--- src/rtl/fwd_hazard_ctrl.sv ---
// Forwarding-select, load-use stall and branch-flush control for a 5-stage pipeline.
// Tracks EX/MEM/WB destination tags and keeps a saturating count of load-use stalls.
module fwd_hazard_ctrl #(
  parameter int REG_W = 5,
  parameter int CNT_W = 16
) (
  input  logic             clk,
  input  logic             rst,
  input  logic             id_valid,
  input  logic [REG_W-1:0] id_rs,
  input  logic [REG_W-1:0] id_rt,
  input  logic             id_uses_rs,
  input  logic             id_uses_rt,
  input  logic [REG_W-1:0] id_rd,
  input  logic             id_regwrite,
  input  logic             id_memread,
  input  logic             ex_branch_taken,
  output logic [1:0]       fwd_a_sel,
  output logic [1:0]       fwd_b_sel,
  output logic             stall,
  output logic             flush_ifid,
  output logic [CNT_W-1:0] stall_cnt
);

  typedef struct packed {
    logic             valid;
    logic             regwrite;
    logic             memread;
    logic             uses_rs;
    logic             uses_rt;
    logic [REG_W-1:0] dest;
    logic [REG_W-1:0] rs;
    logic [REG_W-1:0] rt;
  } ex_tag_t;

  typedef struct packed {
    logic             valid;
    logic             regwrite;
    logic [REG_W-1:0] dest;
  } wr_tag_t;

  ex_tag_t          r_ex;
  wr_tag_t          r_mem;
  wr_tag_t          r_wb;
  logic [CNT_W-1:0] r_stall_cnt;

  logic w_mem_src;
  logic w_wb_src;
  logic w_load_use;
  logic w_flush;
  logic w_stall;
  logic w_bubble;

  // A stage can forward only if it really writes a non-zero register.
  assign w_mem_src = r_mem.valid && r_mem.regwrite && (r_mem.dest != '0);
  assign w_wb_src  = r_wb.valid  && r_wb.regwrite  && (r_wb.dest  != '0);

  assign w_flush    = ex_branch_taken && r_ex.valid;
  assign w_load_use = id_valid && r_ex.valid && r_ex.memread && (r_ex.dest != '0) &&
                      ((id_uses_rs && (id_rs == r_ex.dest)) ||
                       (id_uses_rt && (id_rt == r_ex.dest)));
  assign w_stall    = w_load_use && !w_flush;
  assign w_bubble   = w_stall || w_flush || !id_valid;

  // NOTE: every variable driven in always_comb gets a default first so no latch is inferred.
  always_comb begin
    fwd_a_sel = 2'd0;
    fwd_b_sel = 2'd0;
    if (r_ex.valid) begin
      if (r_ex.uses_rs && w_mem_src && (r_mem.dest == r_ex.rs))     fwd_a_sel = 2'd2;
      else if (r_ex.uses_rs && w_wb_src && (r_wb.dest == r_ex.rs))  fwd_a_sel = 2'd1;
      if (r_ex.uses_rt && w_mem_src && (r_mem.dest == r_ex.rt))     fwd_b_sel = 2'd2;
      else if (r_ex.uses_rt && w_wb_src && (r_wb.dest == r_ex.rt))  fwd_b_sel = 2'd1;
    end
  end

  assign stall      = w_stall;
  assign flush_ifid = w_flush;
  assign stall_cnt  = r_stall_cnt;

  // NOTE: state registers use non-blocking assignments so all tags shift from pre-edge values.
  always_ff @(posedge clk or posedge rst) begin
    if (rst) begin
      r_ex        <= '0;
      r_mem       <= '0;
      r_wb        <= '0;
      r_stall_cnt <= '0;
    end else begin
      r_wb  <= r_mem;
      r_mem <= '{valid: r_ex.valid, regwrite: r_ex.regwrite, dest: r_ex.dest};
      if (w_bubble) begin
        r_ex <= '0;
      end else begin
        r_ex <= '{valid: 1'b1, regwrite: id_regwrite, memread: id_memread,
                  uses_rs: id_uses_rs, uses_rt: id_uses_rt,
                  dest: id_rd, rs: id_rs, rt: id_rt};
      end
      if (w_stall && (r_stall_cnt != '1)) r_stall_cnt <= r_stall_cnt + CNT_W'(1);
    end
  end

endmodule

--- config.mk ---
export PLATFORM = sky130hd
export DESIGN_NAME = fwd_hazard_ctrl
export DESIGN_NICKNAME = d
export VERILOG_FILES = /design/src/rtl/fwd_hazard_ctrl.sv
export SDC_FILE = /design/constraint.sdc
export NUM_CORES = 1
export LEC_CHECK = 0
export CAP_MARGIN = 0
export CORE_MARGIN = 2
export CORE_UTILIZATION = 38
export CTS_CLUSTER_DIAMETER = 40
export DETAILED_ROUTE_END_ITERATION = 8
export PLACE_DENSITY = 0.73
export RECOVER_POWER = 100
export REMOVE_ABC_BUFFERS = 1
export SKIP_CTS_REPAIR_TIMING = 1
export SLEW_MARGIN = 20
export SYNTH_ARGS = -nofsm -noshare
export SYNTH_HDL_FRONTEND = slang
export SYNTH_SLANG_ARGS = --single-unit
--- constraint.sdc ---
create_clock -name clk -period 2.2 [get_ports clk]
set_clock_uncertainty 0.2 [all_clocks]
set_input_delay 0.22 -clock clk [delete_from_list [all_inputs] [get_ports clk]]
set_output_delay 0.22 -clock clk [all_outputs]
set_load 0.02 [all_outputs]
==> run_results.csv, run 1 <==
group,metric,value,unit
run_status,status,"finished with violations",
run_status,violations,"setup timing",
logic_synthesis,syn_area_per_cell,11.9,um^2
clock_network,path_clk_slew,0.09,ns
worst_setup_path,worstPathArrival,1.91,ns
drt,drcViolationCount,0,
worst_setup_path,end_kind,"output pin",
global_route,grt_first_pass_wirelength,7340,um
place,place.gp.congestion,0.829,
global_route,overflow,0,
finish,syn_to_final_growth,35.3,%
worst_setup_path,endpoint,"fwd_b_sel[1]",
worst_setup_path,r2r-end,"stall_cnt[2]$_DFFE_PP0P_",
finish,n_fill_cell,515,
power_and_ir_drop,irDropWorstVdd,0.311,mV
power_and_ir_drop,power.leakage,1.37,nW
logic_synthesis,synthAdderAreaFrac,0.566,%
logic_synthesis,synth.most_common_cell,"dfrtp_1",
worst_setup_path,critPathSlowestCell,"or4_1",
worst_setup_path,startpoint,"r_mem[1]$_DFF_PP0_",
clock_network,cts_sinks,50,
clock_network,clock_latency,0.30,ns
clock_network,cts_tree,"done",
global_route,grt_pass1_vias,1531,
timing,slew_headroom,45.6,%
logic_synthesis,synth_top_family_by_area,"simple AND/OR/NAND/NOR gates",
timing,fin_ws,-0.130,ns
die,die_w,80.3,um
logic_synthesis,synth_top_area_share,56.6,%
die,io-pin-count,45,
worst_setup_path,r2r-start,"r_ex[11]$_DFF_PP0_",
logic_synthesis,synth_edf_count,0,
finish,final_area,0.00299,mm^2
logic_synthesis,synth-simple-area-share,20.1,%
drt,vias,1563,
worst_setup_path,cp_cell_sequence,"or4_1 > o211ai_1 > nor3_1 > and2_1 > dlymetal6s2s_1",
worst_setup_path,r2r_cells,9,
place,io_buffer_count,44,
clock_network,htree_num_levels,2,
timing,finalHoldViolations,0,
die,core-area,0.00557,mm^2
logic_synthesis,ys.flop_type,"dfrtp_1",
logic_synthesis,synth_cells,185,
drt,drtPass1Iterations,4,
timing,fmaxAchievable,429,MHz
logic_synthesis,synth_xor_area_share,17.8,%
timing,worst_slew_pin_slew,0.815,ns
logic_synthesis,ys_warn_count,0,
worst_setup_path,worst-path-buf-inv,1,
worst_setup_path,worstPathRequired,1.78,ns
logic_synthesis,synth-compound-area-share,2.66,%
die,dieArea,0.00644,mm^2
place,dp_hpwl,3350,um
logic_synthesis,async_flop_share,100,%
timing,min_period_over_period,106,%
worst_setup_path,crit_type,"register to output pin",
logic_synthesis,synthTopCellsByCount,"dfrtp_1 (50), xnor2_1 (36), and2_1 (23), nand2_1 (12)",
place,placed_area,0.00286,mm^2
drt,avgViaCountPerCell,4.78,
logic_synthesis,yosys.area.top_type,"dfrtp_1",
logic_synthesis,synth_area_leaders,"dfrtp_1 (57%), xnor2_1 (14%), and2_1 (6.5%), xor2_1 (3.6%), nand4_1 (2.5%)",
global_route,grtUsageTotal,15.0,%
worst_setup_path,cp_num_cells,5,
power_and_ir_drop,p_total,0.00169,W
timing,rsz0062_at_grt,"yes",
finish,diodes,0,
logic_synthesis,ys_ff_latch,50,
drt,wl_per_cell,13.9,um
clock_network,clockBufferDepth,2,
logic_synthesis,syn-cell-area,0.00221,mm^2
finish,drive_gt1_share,14.5,%
job,cap_violations,0,
power_and_ir_drop,power.density,566,mW/mm^2
die,row_count,27,
clock_network,ctsRootBufferMaster,"clkbuf_8",
logic_synthesis,ys_seq_area_share,56.6,%
global_route,grt_max_degree,30,
timing,final_max_slew_viol_count,0,
global_route,antenna_found_initial,0,
drt,drt-initial-drc-count,53,
die,die_h,80.3,um
timing,finalSetupViolations,10,
worst_setup_path,critPathTopFamily,"simple AND/OR/NAND/NOR gates",
timing,min_period,2.33,ns
worst_setup_path,regToRegSetupSlack,-0.08,ns
logic_synthesis,synthMuxAreaShare,0.510,%
worst_setup_path,cp_max_fo,2,
die,initial_core_util,39.6,%
worst_setup_path,startpoint_type,"register",
drt,routed_wl,4550,um
hold_path,hold_path.class,"register to register",
logic_synthesis,synth.distinct_cells,27,
finish,final_nets,279,
place,post-place-ws,-0.389,ns
worst_setup_path,slowest_delay,0.53,ns
drt,final_antenna_net_count,0,
clock_network,numCtsBuffers,5,
[layout by cell type (no fill, tap or decap), types with 7 or more instances in the layout]
cell type / n
clkdlybuf4s50_1: 22
and2_1: 22
xor2_1: 9
dfrtp_1: 50
dlygate4sd3_1: 17
nand4_1: 9
xnor2_1: 35
nand3_1: 7
buf_4: 18
nand2_1: 12
[final cells by class]
cell class	instances	area (um^2)	area share (%)
Multi-Input combinational cell	130	961	32.1
Tap cell	72	90.1	3.01
Clock buffer	5	68.8	2.30
Inverter	1	3.75	0.126
Clock inverter	2	15.0	0.502
Sequential cell	50	1250	41.9
Timing Repair Buffer	67	599	20.1
[flip-flops by register name, indices dropped and copies added, names as in the netlist]
register   flops
r_ex          20
r_mem          7
r_wb           7
stall_cnt     16
[layer usage]
metal	wire length, um	track usage, %
met4	55	5.08
met1	2130	20.7
met2	2200	23.2
met5	0	0
met3	169	3.71
[where the power goes]
group	switching [W]	internal, W	total [W]	leakage [nW]
sequential	0.0000315	0.000954	0.000985	0.667
clock	0.000291	0.000217	0.000508	0.0362
combinational	0.0000851	0.000114	0.000199	0.666
[stage by stage]
stage | util, % | cells | hold slack (ns) | TNS [ns]
after global placement | 51.3 | 313 | 0.138 | -9.75
final | 53.6 | 327 | 0.159 | -0.872
after CTS | 52.8 | 320 | 0.0753 | -9.29
after detailed placement | 51.3 | 313 | 0.136 | -10.30
after floorplan | - | 180 | 0.131 | 0
after global routing | 53.6 | 327 | 0.172 | -2.92
[logic make-up after synthesis]
group           after synthesis
mux                           1
simple gates                 76
compound gates                6
fa+ha+maj                     1
flops                        50
xor+xnor                     45
buf+inv                       6
[how the worst min path moves through the flow]
stage / cells past startpoint / to / start / slack, ns
after floorplan: 0 / r_mem[5]$_DFF_PP0_ / r_ex[18]$_DFF_PP0_ / 0.13
after global placement: 0 / r_mem[5]$_DFF_PP0_ / r_ex[18]$_DFF_PP0_ / 0.14
after detailed placement: 0 / r_mem[5]$_DFF_PP0_ / r_ex[18]$_DFF_PP0_ / 0.14
after CTS: 2 / stall_cnt[10]$_DFFE_PP0P_ / rst / 0.08
after global routing: 0 / r_mem[5]$_DFF_PP0_ / r_ex[18]$_DFF_PP0_ / 0.17
final: 0 / r_mem[5]$_DFF_PP0_ / r_ex[18]$_DFF_PP0_ / 0.16
No activity file was read; power rests on OpenSTA's default activity.
==> inputs of run 2 (changes only) <==
--- a/config.mk
+++ b/config.mk
@@ -8,13 +8,13 @@
 export CAP_MARGIN = 0
 export CORE_MARGIN = 2
 export CORE_UTILIZATION = 38
+export CTS_BUF_LIST = sky130_fd_sc_hd__clkbuf_8
 export CTS_CLUSTER_DIAMETER = 40
 export DETAILED_ROUTE_END_ITERATION = 8
 export PLACE_DENSITY = 0.73
 export RECOVER_POWER = 100
 export REMOVE_ABC_BUFFERS = 1
 export SKIP_CTS_REPAIR_TIMING = 1
-export SLEW_MARGIN = 20
 export SYNTH_ARGS = -nofsm -noshare
 export SYNTH_HDL_FRONTEND = slang
 export SYNTH_SLANG_ARGS = --single-unit
==> results of run 2 <==
No change in the layout: final DEF, timing and power equal those of run 1.
==> inputs of run 3 (changes only) <==
--- a/config.mk
+++ b/config.mk
@@ -10,6 +10,7 @@
 export CORE_UTILIZATION = 38
 export CTS_BUF_LIST = sky130_fd_sc_hd__clkbuf_8
 export CTS_CLUSTER_DIAMETER = 40
+export CTS_CLUSTER_SIZE = 30
 export DETAILED_ROUTE_END_ITERATION = 8
 export PLACE_DENSITY = 0.73
 export RECOVER_POWER = 100
==> results of run 3 <==
No change in the layout: final DEF, timing and power equal those of run 1.
